### src/rtl/control_sequencer_if.sv
// rtl/control_sequencer_if.sv - instruction/flag inputs and control word outputs of control_sequencer
interface control_sequencer_if;
  logic [15:0] ir_in;
  logic        z_flag;
  logic [40:0] control_word;
  logic [2:0]  t_state;
  logic        halted;

  modport master (
    input  ir_in,
    input  z_flag,
    output control_word,
    output t_state,
    output halted
  );

  modport slave (
    output ir_in,
    output z_flag,
    input  control_word,
    input  t_state,
    input  halted
  );
endinterface

### src/rtl/control_sequencer.sv
// rtl/control_sequencer.sv - fetch/execute control unit driving the ALU_System control word
module control_sequencer #(
  parameter logic [7:0] PC_RESET = 8'h00,
  parameter logic [3:0] HALT_OP  = 4'hF
) (
  input  logic                  Clock,
  input  logic                  Reset,
  control_sequencer_if.master   bus
);

  typedef enum logic [2:0] {
    S_INIT    = 3'd0,
    S_FETCH_L = 3'd1,
    S_FETCH_H = 3'd2,
    S_EXEC1   = 3'd3,
    S_EXEC2   = 3'd4,
    S_HALT    = 3'd5
  } state_t;

  // Field layout of the 41-bit control word, MSB first.
  typedef struct packed {
    logic [2:0] rf_outa_sel;
    logic [2:0] rf_outb_sel;
    logic [1:0] rf_fun_sel;
    logic [3:0] rf_rsel;
    logic [3:0] rf_tsel;
    logic [3:0] alu_fun_sel;
    logic [1:0] arf_outc_sel;
    logic [1:0] arf_outd_sel;
    logic [1:0] arf_fun_sel;
    logic [3:0] arf_reg_sel;
    logic       ir_lh;
    logic       ir_enable;
    logic [1:0] ir_fun_sel;
    logic       mem_wr;
    logic       mem_cs;
    logic [1:0] mux_a_sel;
    logic [1:0] mux_b_sel;
    logic       mux_c_sel;
  } ctrl_t;

  localparam logic [1:0] FUN_CLEAR = 2'b00;
  localparam logic [1:0] FUN_LOAD  = 2'b01;
  localparam logic [1:0] FUN_INC   = 2'b11;

  state_t state;
  state_t next_state;
  logic   halted_q;
  ctrl_t  cw;

  logic [3:0] opcode;
  logic [1:0] rd;
  logic [1:0] rs;
  logic [3:0] rd_onehot;

  assign opcode    = bus.ir_in[15:12];
  assign rd        = bus.ir_in[11:10];
  assign rs        = bus.ir_in[9:8];
  // R1 is the MSB of the enable nibble, so Rd=0 selects 4'b1000.
  assign rd_onehot = 4'b1000 >> rd;

  function automatic logic [3:0] alu_code(input logic [3:0] op);
    case (op)
      4'h3:    alu_code = 4'b0100;
      4'h4:    alu_code = 4'b0110;
      4'h5:    alu_code = 4'b0111;
      4'h6:    alu_code = 4'b1000;
      default: alu_code = 4'b0000;
    endcase
  endfunction

  // State register and registered halt indication; reset abandons any instruction in flight.
  always_ff @(posedge Clock) begin
    if (!Reset) begin
      state    <= S_INIT;
      halted_q <= 1'b0;
    end else begin
      state    <= next_state;
      halted_q <= (next_state == S_HALT);
    end
  end

  // Next-state selection and control word decode from state, IR and Z flag.
  always_comb begin
    cw         = '0;
    cw.mem_cs  = 1'b1;
    next_state = state;
    case (state)
      S_INIT: begin
        cw.rf_fun_sel  = FUN_CLEAR;
        cw.rf_rsel     = 4'b1111;
        cw.rf_tsel     = 4'b1111;
        cw.arf_fun_sel = FUN_CLEAR;
        // Only a zero reset vector is supported: clearing PC with the rest of the ARF gives it.
        cw.arf_reg_sel = (PC_RESET == 8'h00) ? 4'b1111 : 4'b0111;
        next_state     = S_FETCH_L;
      end
      S_FETCH_L, S_FETCH_H: begin
        cw.arf_outd_sel = 2'b00;
        cw.mem_cs       = 1'b0;
        cw.mem_wr       = 1'b0;
        cw.ir_enable    = 1'b1;
        cw.ir_fun_sel   = FUN_LOAD;
        cw.ir_lh        = (state == S_FETCH_H);
        cw.arf_reg_sel  = 4'b1000;
        cw.arf_fun_sel  = FUN_INC;
        next_state      = (state == S_FETCH_L) ? S_FETCH_H : S_EXEC1;
      end
      S_EXEC1: begin
        next_state = S_FETCH_L;
        if (opcode == HALT_OP) begin
          next_state = S_HALT;
        end else begin
          case (opcode)
            4'h0: begin
              cw.mux_a_sel  = 2'b10;
              cw.rf_fun_sel = FUN_LOAD;
              cw.rf_rsel    = rd_onehot;
            end
            4'h1, 4'h2: begin
              cw.mux_b_sel   = 2'b10;
              cw.arf_fun_sel = FUN_LOAD;
              cw.arf_reg_sel = 4'b0100;
              next_state     = S_EXEC2;
            end
            4'h3, 4'h4, 4'h5, 4'h6: begin
              cw.rf_outa_sel = {1'b1, rd};
              cw.rf_outb_sel = {1'b1, rs};
              cw.mux_c_sel   = 1'b0;
              cw.alu_fun_sel = alu_code(opcode);
              cw.mux_a_sel   = 2'b00;
              cw.rf_fun_sel  = FUN_LOAD;
              cw.rf_rsel     = rd_onehot;
            end
            4'h7: begin
              cw.mux_b_sel   = 2'b10;
              cw.arf_fun_sel = FUN_LOAD;
              cw.arf_reg_sel = 4'b1000;
            end
            4'h8: begin
              if (bus.z_flag) begin
                cw.mux_b_sel   = 2'b10;
                cw.arf_fun_sel = FUN_LOAD;
                cw.arf_reg_sel = 4'b1000;
              end
            end
            default: begin
            end
          endcase
        end
      end
      S_EXEC2: begin
        next_state = S_FETCH_L;
        if (opcode == 4'h1) begin
          cw.arf_outd_sel = 2'b01;
          cw.mem_cs       = 1'b0;
          cw.mem_wr       = 1'b0;
          cw.mux_a_sel    = 2'b01;
          cw.rf_fun_sel   = FUN_LOAD;
          cw.rf_rsel      = rd_onehot;
        end else if (opcode == 4'h2) begin
          cw.rf_outa_sel  = {1'b1, rs};
          cw.mux_c_sel    = 1'b0;
          cw.alu_fun_sel  = 4'b0000;
          cw.arf_outd_sel = 2'b01;
          cw.mem_cs       = 1'b0;
          cw.mem_wr       = 1'b1;
        end
      end
      S_HALT: begin
        next_state = S_HALT;
      end
      default: begin
        next_state = S_INIT;
      end
    endcase
  end

  assign bus.control_word = cw;
  assign bus.t_state      = state;
  assign bus.halted       = halted_q;

endmodule

### src/flat_wrapper.sv
// flat-port wrapper written by rule: the top's interface ports become plain ports
module control_sequencer_flat 
#(
  parameter logic [7:0] PC_RESET = 8'h00,
  parameter logic [3:0] HALT_OP  = 4'hF
)
  (Clock, Reset, bus_ir_in, bus_z_flag, bus_control_word, bus_t_state, bus_halted);
  control_sequencer_if bus_i ();
  input  logic Clock;
  input  logic Reset;
  input wire logic [$bits(bus_i.ir_in)-1:0] bus_ir_in;
  input wire logic [$bits(bus_i.z_flag)-1:0] bus_z_flag;
  output wire logic [$bits(bus_i.control_word)-1:0] bus_control_word;
  output wire logic [$bits(bus_i.t_state)-1:0] bus_t_state;
  output wire logic [$bits(bus_i.halted)-1:0] bus_halted;
  assign bus_i.ir_in = bus_ir_in;
  assign bus_i.z_flag = bus_z_flag;
  assign bus_control_word = bus_i.control_word;
  assign bus_t_state = bus_i.t_state;
  assign bus_halted = bus_i.halted;
  control_sequencer #(.PC_RESET(PC_RESET), .HALT_OP(HALT_OP)) u_core (.Clock(Clock), .Reset(Reset), .bus(bus_i));
endmodule
### config.mk
export PLATFORM = sky130hd
export DESIGN_NAME = control_sequencer_flat
export DESIGN_NICKNAME = d
export VERILOG_FILES = /design/src/rtl/control_sequencer_if.sv /design/src/rtl/control_sequencer.sv /design/src/flat_wrapper.sv
export SDC_FILE = /design/constraint.sdc
export NUM_CORES = 1
export LEC_CHECK = 0
export ABC_CLOCK_PERIOD_IN_PS = 1650
export CORE_AREA = 2 2 59 50
export CTS_CLUSTER_SIZE = 40
export DETAILED_ROUTE_END_ITERATION = 7
export DIE_AREA = 0 0 61 52
export GPL_TIMING_DRIVEN = 0
export HOLD_SLACK_MARGIN = 0.02
export PLACE_DENSITY_LB_ADDON = 0.15
export SYNTH_ARGS = -nofsm -noshare
export SYNTH_HDL_FRONTEND = slang
export SYNTH_SLANG_ARGS = --single-unit
### constraint.sdc
create_clock -name Clock -period 1.65 [get_ports Clock]
set_input_delay 0.33 -clock Clock [delete_from_list [all_inputs] [get_ports Clock]]
set_output_delay 0.33 -clock Clock [all_outputs]
set_load 0.02 [all_outputs]
==> results of run 1 <==
==> cells in the final DEF (no fill, tap or decap), drive strengths merged, types with 2 or more instances in the layout <==
master,instances
a211oi,2
a21oi,5
a22o,2
and2,4
buf,73
clkbuf,5
clkdlybuf4s15,3
clkdlybuf4s50,6
conb,7
dfxtp,4
dlygate4sd2,7
inv,4
nand2,14
nand2b,8
nand4,2
nor2,12
nor4,4
o21a,2
o21ai,7
xnor2,2
==> metal layers <==
metal	GRT usage [%]	up-vias	wire (µm)
li1	-	488	-
met2	28.14	27	1383
met1	22.21	433	1174
met5	0	-	0
met4	2.174	0	0
met3	4.478	0	135
==> timing repair <==
item / in CTS / in global routing
gates resized for setup: 210 / 24
hold buffers: 0 / 0
buffers inserted: 21 / 5
cloned: 1 / 0
endpoints found under the setup margin: 35 / 32
pin swaps: 18 / 14
==> cell usage after synthesis <==
cell / count / area [µm²]
buf_1: 1 / 3.750
mux2i_1: 1 / 10.01
buf_6: 1 / 11.26
a211oi_1: 1 / 7.510
or3_1: 1 / 6.260
nor4_2: 1 / 12.51
o21a_1: 2 / 15.01
nor4_4: 1 / 21.27
a21oi_2: 1 / 8.760
or2_2: 1 / 6.260
nor2b_1: 1 / 6.260
o31ai_2: 1 / 12.51
o21ai_1: 3 / 15.01
or3b_4: 1 / 11.26
a21oi_1: 4 / 20.02
and2_1: 4 / 25.02
nor4_1: 2 / 12.51
a211oi_2: 1 / 12.51
xnor2_1: 2 / 17.52
clkbuf_1: 1 / 3.750
o21ai_0: 4 / 20.02
inv_1: 4 / 15.01
a21o_1: 1 / 7.510
nand4_1: 2 / 12.51
nand3b_1: 1 / 7.510
buf_2: 3 / 15.01
buf_4: 15 / 112.6
xor2_1: 1 / 8.760
a31oi_1: 1 / 6.260
nor4b_1: 1 / 8.760
nor2_1: 12 / 45.04
a22o_1: 2 / 17.52
dfxtp_1: 4 / 80.08
nand2_1: 14 / 52.55
conb_1: 1 / 3.750
nand2b_1: 8 / 50.05
==> kinds of logic (layout without fill, tap and decap cells) <==
kind of cell | Yosys count | count (layout) | share of synthesized area [%]
simple gates | 50 | 50 | 39.57
buf+inv | 25 | 98 | 22.99
compound gates | 21 | 21 | 20.32
flops | 4 | 4 | 11.41
xor+xnor | 3 | 3 | 3.744
other cells | 1 | 7 | 0.5342
mux | 1 | 1 | 1.426
==> where the power goes <==
| group | leakage (nW) | total [mW] | switching [mW] | internal (mW) |
|---|---|---|---|---|
| sequential | 0.0347 | 0.117 | 0.0128 | 0.104 |
| combinational | 0.720 | 0.645 | 0.339 | 0.307 |
| clock | 0.0150 | 0.141 | 0.0492 | 0.0913 |
==> area by class of cell <==
type                            instances  area [µm²]
Buffer                                 18       156.4
Inverter                                4       15.01
Multi-Input combinational cell         82       675.6
Clock buffer                            4       26.28
Timing Repair Buffer                   72       655.6
Sequential cell                         4       91.34
Fill cell                             223       948.4
Tap cell                               38       47.55
==> worst max path at each step <==
stage / startpoint / endpoint / slack [ns] / cells past startpoint
global route: u_core.bus.t_state[2] / bus_control_word[32] / -0.47 / 6
global placement: bus_ir_in[13] / bus_control_word[32] / -1.28 / 6
CTS: u_core.bus.t_state[1] / bus_control_word[32] / -0.44 / 5
floorplan: u_core.bus.t_state[0] / bus_control_word[32] / -0.43 / 5
detailed placement: bus_ir_in[13] / bus_control_word[32] / -1.30 / 6
finish: u_core.bus.t_state[2] / bus_control_word[32] / -0.41 / 6
==> tightest hold or removal path, cell delays in order <==
cell and delay (ns):
clkbuf_8 0.16, nand4_1 0.12, o21a_1 0.12, nor2_1 0.04
==> state kept, by name (all words and copies together) (netlist names) <==
signal,flops
u_core.bus.halted,1
u_core.bus.t_state,3
==> flow_metrics.tcl, run 1 <==
set metrics [dict create \
    crit-reg2reg-launch "u_core.bus.t_state[1]" \
    finalNonFillerCells 222 \
    critPathTopFamily "simple AND/OR/NAND/NOR gates" \
    endpoint_kind "primary output" \
    yosysUniqueCellTypes 36 \
    startpoint_type "register" \
    ys_warn_count 0 \
    nets 204 \
    finish.instance_area_um2 1668 \
    num_rows 17 \
    clock.fmax_mhz 486.0 \
    ys_ff_latch 4 \
    clk_pin_slew_ns 0.04 \
    cts_made_buffers 3 \
    place_area_um2 1348 \
    final_util_pct 63.75 \
    hp-start "bus_ir_in[15]" \
    track_usage_pct 16.87 \
    dp_slack_ns -1.303 \
    pin_count 64 \
    grt_pass1_vias 891 \
    synthCells 105 \
    critPathArrivalTime_ns 1.73 \
    setup_slack_ns -0.4076 \
    maxCapViolCount 0 \
    cpMostUsedCell "buf_6" \
    critical_path.max_fanout 5 \
    slowest_stage "dfxtp_4" \
    finClkSkew_ns 0.007116 \
    drt-initial-drc-count 23 \
    port_buffers 47 \
    numClockSinks 4 \
    path_cells "nand3b_1 > buf_6 > nor4b_4 > a211oi_4 > o31ai_4 > buf_6" \
    setup_viol_count_final 28 \
    yosysSeqAreaShare_pct 11.41 \
    period_share_pct 124.7 \
    rsz0062_at_grt "yes" \
    clk_latency_ns 0.25 \
    postSynthAreaPerCell_um2 6.685 \
    setup_tns_ns -6.696 \
    whs_endpoint "u_core.bus.halted" \
    crit_buf_inv 2 \
    violations "setup timing" \
    critPathMaxStageDelay_ns 0.35 \
    grt_pass1_wl_um 4029 \
    hold_viol_final 0 \
    hold-worst-slack_ns 0.5638 \
    num_vias 948 \
    grt-ovfl-total 0 \
    vias_per_cell 4.270 \
    grt_max_degree 9 \
    reg2regPathDepth 5 \
    routedWlPerCell_um 12.13 \
    syn_to_final_growth_pct 137.6 \
    cts_tree "built" \
    peakVddDrop_uv 515.0 \
    finalWeightedCongestion 0.7957 \
    final_layout_size_suffix_gt1_share_pct 63.59 \
    die_y_um 52 \
    dieArea_um2 3172 \
    worstReg2RegEnd "u_core.bus.t_state[2]" \
    crit_type "register to primary output" \
    crit_required_ns 1.32 \
    place_hpwl_um 1753 \
    final-max-slew-violation-count 0 \
    antenna_cells 0 \
    cts.root.buffer_cell "clkbuf_4" \
    status "finished with violations" \
    cts_htree_levels 1 \
    dieWidth_um 61 \
    antenna_found_initial 0 \
    ant_nets 0 \
    p_leak_nw 0.7700 \
    dr.pass1.iters 4 \
    clockBufferDepth 2 \
    hold_class "input port to register" \
    drc_errors 0 \
    cellPowerDensity_nw_per_um2 541.5 \
    syn_area_um2 701.9 \
    r2r_setup_slack_ns 0.55 \
    p_total_mw 0.9031 \
    drt_wl_total_um 2693 \
    period_needed_ns 2.058 \
    hold_path_depth 4 \
    coreArea_um2 2616 \
    placed_cells 196 \
    start_util_pct 26.83 \
]
Note: power is estimated with default switching activity, not from simulation.
==> run 2: changes to the inputs <==
--- a/config.mk
+++ b/config.mk
@@ -13,6 +13,7 @@
 export GPL_TIMING_DRIVEN = 0
 export HOLD_SLACK_MARGIN = 0.02
 export PLACE_DENSITY_LB_ADDON = 0.15
+export SLEW_MARGIN = 20
 export SYNTH_ARGS = -nofsm -noshare
 export SYNTH_HDL_FRONTEND = slang
 export SYNTH_SLANG_ARGS = --single-unit
==> results of run 2 <==
The final DEF is identical to that of run 1; final timing and power are the same.
==> run 3: changes to the inputs <==
==> constraint.sdc (replaced) <==
create_clock -name Clock -period 1.65 [get_ports Clock]
set_input_delay 0.33 -clock Clock [delete_from_list [all_inputs] [get_ports Clock]]
set_output_delay 0.33 -clock Clock [all_outputs]
set_load 0.005 [all_outputs]
==> run 3 against run 2 <==
The run still ends with setup timing left; combinational power down 9.5%; final area rose by 11%; critical path depth rose by 1; flip-flop and latch count stayed put; total power shrank 8.0%; worst hold slack got worse by 0.060 ns; clock power fell by 8%; clock-buffer cell count is 1 lower; wire length rose by 14%; maximum frequency fell by 5.0%; global-route usage is 2.2 points higher; register-to-register slack worse by 0.11 ns; critical path type unchanged; critical endpoint is now bus_control_word[31].
==> flow_metrics.tcl, run 3 (same netlist as run 1, synthesis figures left out) <==
set metrics [dict create \
    vias_per_cell 4.437 \
    coreArea_um2 2616 \
    hold_class "register to register" \
    slowest_stage "or3b_4" \
    grt-ovfl-total 0 \
    endpoint_kind "primary output" \
    crit_type "register to primary output" \
    critPathMaxStageDelay_ns 0.39 \
    routedWlPerCell_um 12.55 \
    cpMostUsedCell "buf_6" \
    setup_viol_count_final 30 \
    cts_made_buffers 3 \
    regArea_um2 91.34 \
    grt_pass1_vias 999 \
    grt_max_degree 11 \
    drt_wl_total_um 3075 \
    critPathArrivalTime_ns 1.84 \
    grt_pass1_wl_um 4547 \
    final_common_cell "buf_4" \
    status "finished with violations" \
    die_y_um 52 \
    ctsHoldBuffers 0 \
    nFillCells 192 \
    final-max-slew-violation-count 0 \
    violations "setup timing" \
    setup_tns_ns -9.191 \
    drc_errors 0 \
    rsz0062_at_grt "yes" \
    cts.root.buffer_cell "clkbuf_4" \
    dr.pass1.iters 4 \
    finalWeightedCongestion 0.6876 \
    clockBufferDepth 2 \
    antenna_found_initial 0 \
    final_layout_size_suffix_gt1_share_pct 69.08 \
    critical_path.max_fanout 6 \
    num_rows 17 \
    numClockSinks 4 \
    finalNonFillerCells 245 \
    dieWidth_um 61 \
    dieArea_um2 3172 \
    setup_slack_ns -0.5169 \
    ant_nets 0 \
    start_util_pct 26.83 \
    final_cell_mix "buf_4 (47), buf_6 (26), buf_2 (19)" \
    clk_latency_ns 0.25 \
    syn_to_final_growth_pct 163.3 \
    multi_input_area_um2 693.2 \
    largest_register_ff_count 3 \
    cts_htree_levels 1 \
    antenna_cells 0 \
    track_usage_pct 19.05 \
    placed_cells 196 \
    p_leak_nw 0.8776 \
    peakVddDrop_uv 377.5 \
    port_buffers 47 \
    period_needed_ns 2.167 \
    startpoint_type "register" \
    nets 228 \
    crit_required_ns 1.32 \
    r2r_setup_slack_ns 0.44 \
    cts_tree "built" \
    clk_pin_slew_ns 0.04 \
    path_cells "or3b_4 > buf_6 > nor4_4 > a211oi_4 > buf_6 > o21ai_2 > buf_2" \
    cellPowerDensity_nw_per_um2 449.6 \
    pin_count 64 \
    num_vias 1087 \
    hold_viol_final 0 \
    drt-initial-drc-count 36 \
    finClkSkew_ns 0.004899 \
    period_share_pct 131.3 \
    maxCapViolCount 0 \
    place_hpwl_um 1663 \
    clock.fmax_mhz 461.5 \
]
run 3: cell count changes in the layout (fill, tap and decap cells not counted), sizes merged:
| cell | delta |
|---|---|
| clkdlybuf4s50 | +8 |
| clkdlybuf4s15 | -2 |
| dlygate4sd2 | -6 |
| clkbuf | +1 |
| buf | +22 |
run 3: timing repair:
action	in CTS	in global routing
setup buffers	41	16
gates resized for setup	178	48
setup endpoints to repair	35	34
cloned	0	0
pin swaps	26	18
run 3: path summary, 6_finish.rpt:
path                                             from                     to  cells past startpoint
worst min register to register  u_core.bus.t_state[0]  u_core.bus.t_state[0]                      1
worst max-delay path            u_core.bus.t_state[2]   bus_control_word[31]                      7
worst min-delay path            u_core.bus.t_state[0]  u_core.bus.t_state[0]                      1
worst max register to register  u_core.bus.t_state[2]  u_core.bus.t_state[2]                      7
run 3: worst max-delay path, delay by kind of cell, from the launching register on:
kind	cells	cell delay, ns
compound gates	2	0.20
buf+inv	3	0.41
flops	1	0.37
simple gates	2	0.60
run 3: cell type report:
class,instances,share of cell area [%]
repair buffers,98,44.75
multi-input cells,82,37.51
plain buffers,16,7.651
flip-flops and latches,4,4.942
well taps,38,2.573
inverters,4,1.354
clock buffers,3,1.219
run 3: per-stage QoR:
step / setup slack, ns / power (mW) / instance area (µm²) / utilization (%) / hold slack [ns]
after detailed placement: -1.078 / 0.5661 / 1255 / 47.97 / 0.5596
after CTS: -0.6005 / 0.7683 / 1679 / 64.18 / 0.5480
after global placement: -1.077 / 0.5610 / 1255 / 47.97 / 0.5604
final: -0.5169 / 0.8309 / 1848 / 70.64 / 0.5043
after floorplan: -0.09519 / 0.3279 / 737.0 / - / 0.4387
after global routing: -0.6425 / 0.8909 / 1848 / 70.64 / 0.5126
run 3: power breakdown:
group	internal, mW	switching, mW
logic	0.342	0.242
registers	0.105	0.0122
clock network	0.0819	0.0483
run 3: routing by layer:
metal | GRT usage (%) | vias to the layer above | wire length [µm]
met3 | 4.975 | 6 | 192
li1 | - | 535 | -
met1 | 22.88 | 506 | 1305
met5 | 0 | - | 0
met4 | 2.174 | 0 | 54
met2 | 34.59 | 40 | 1522
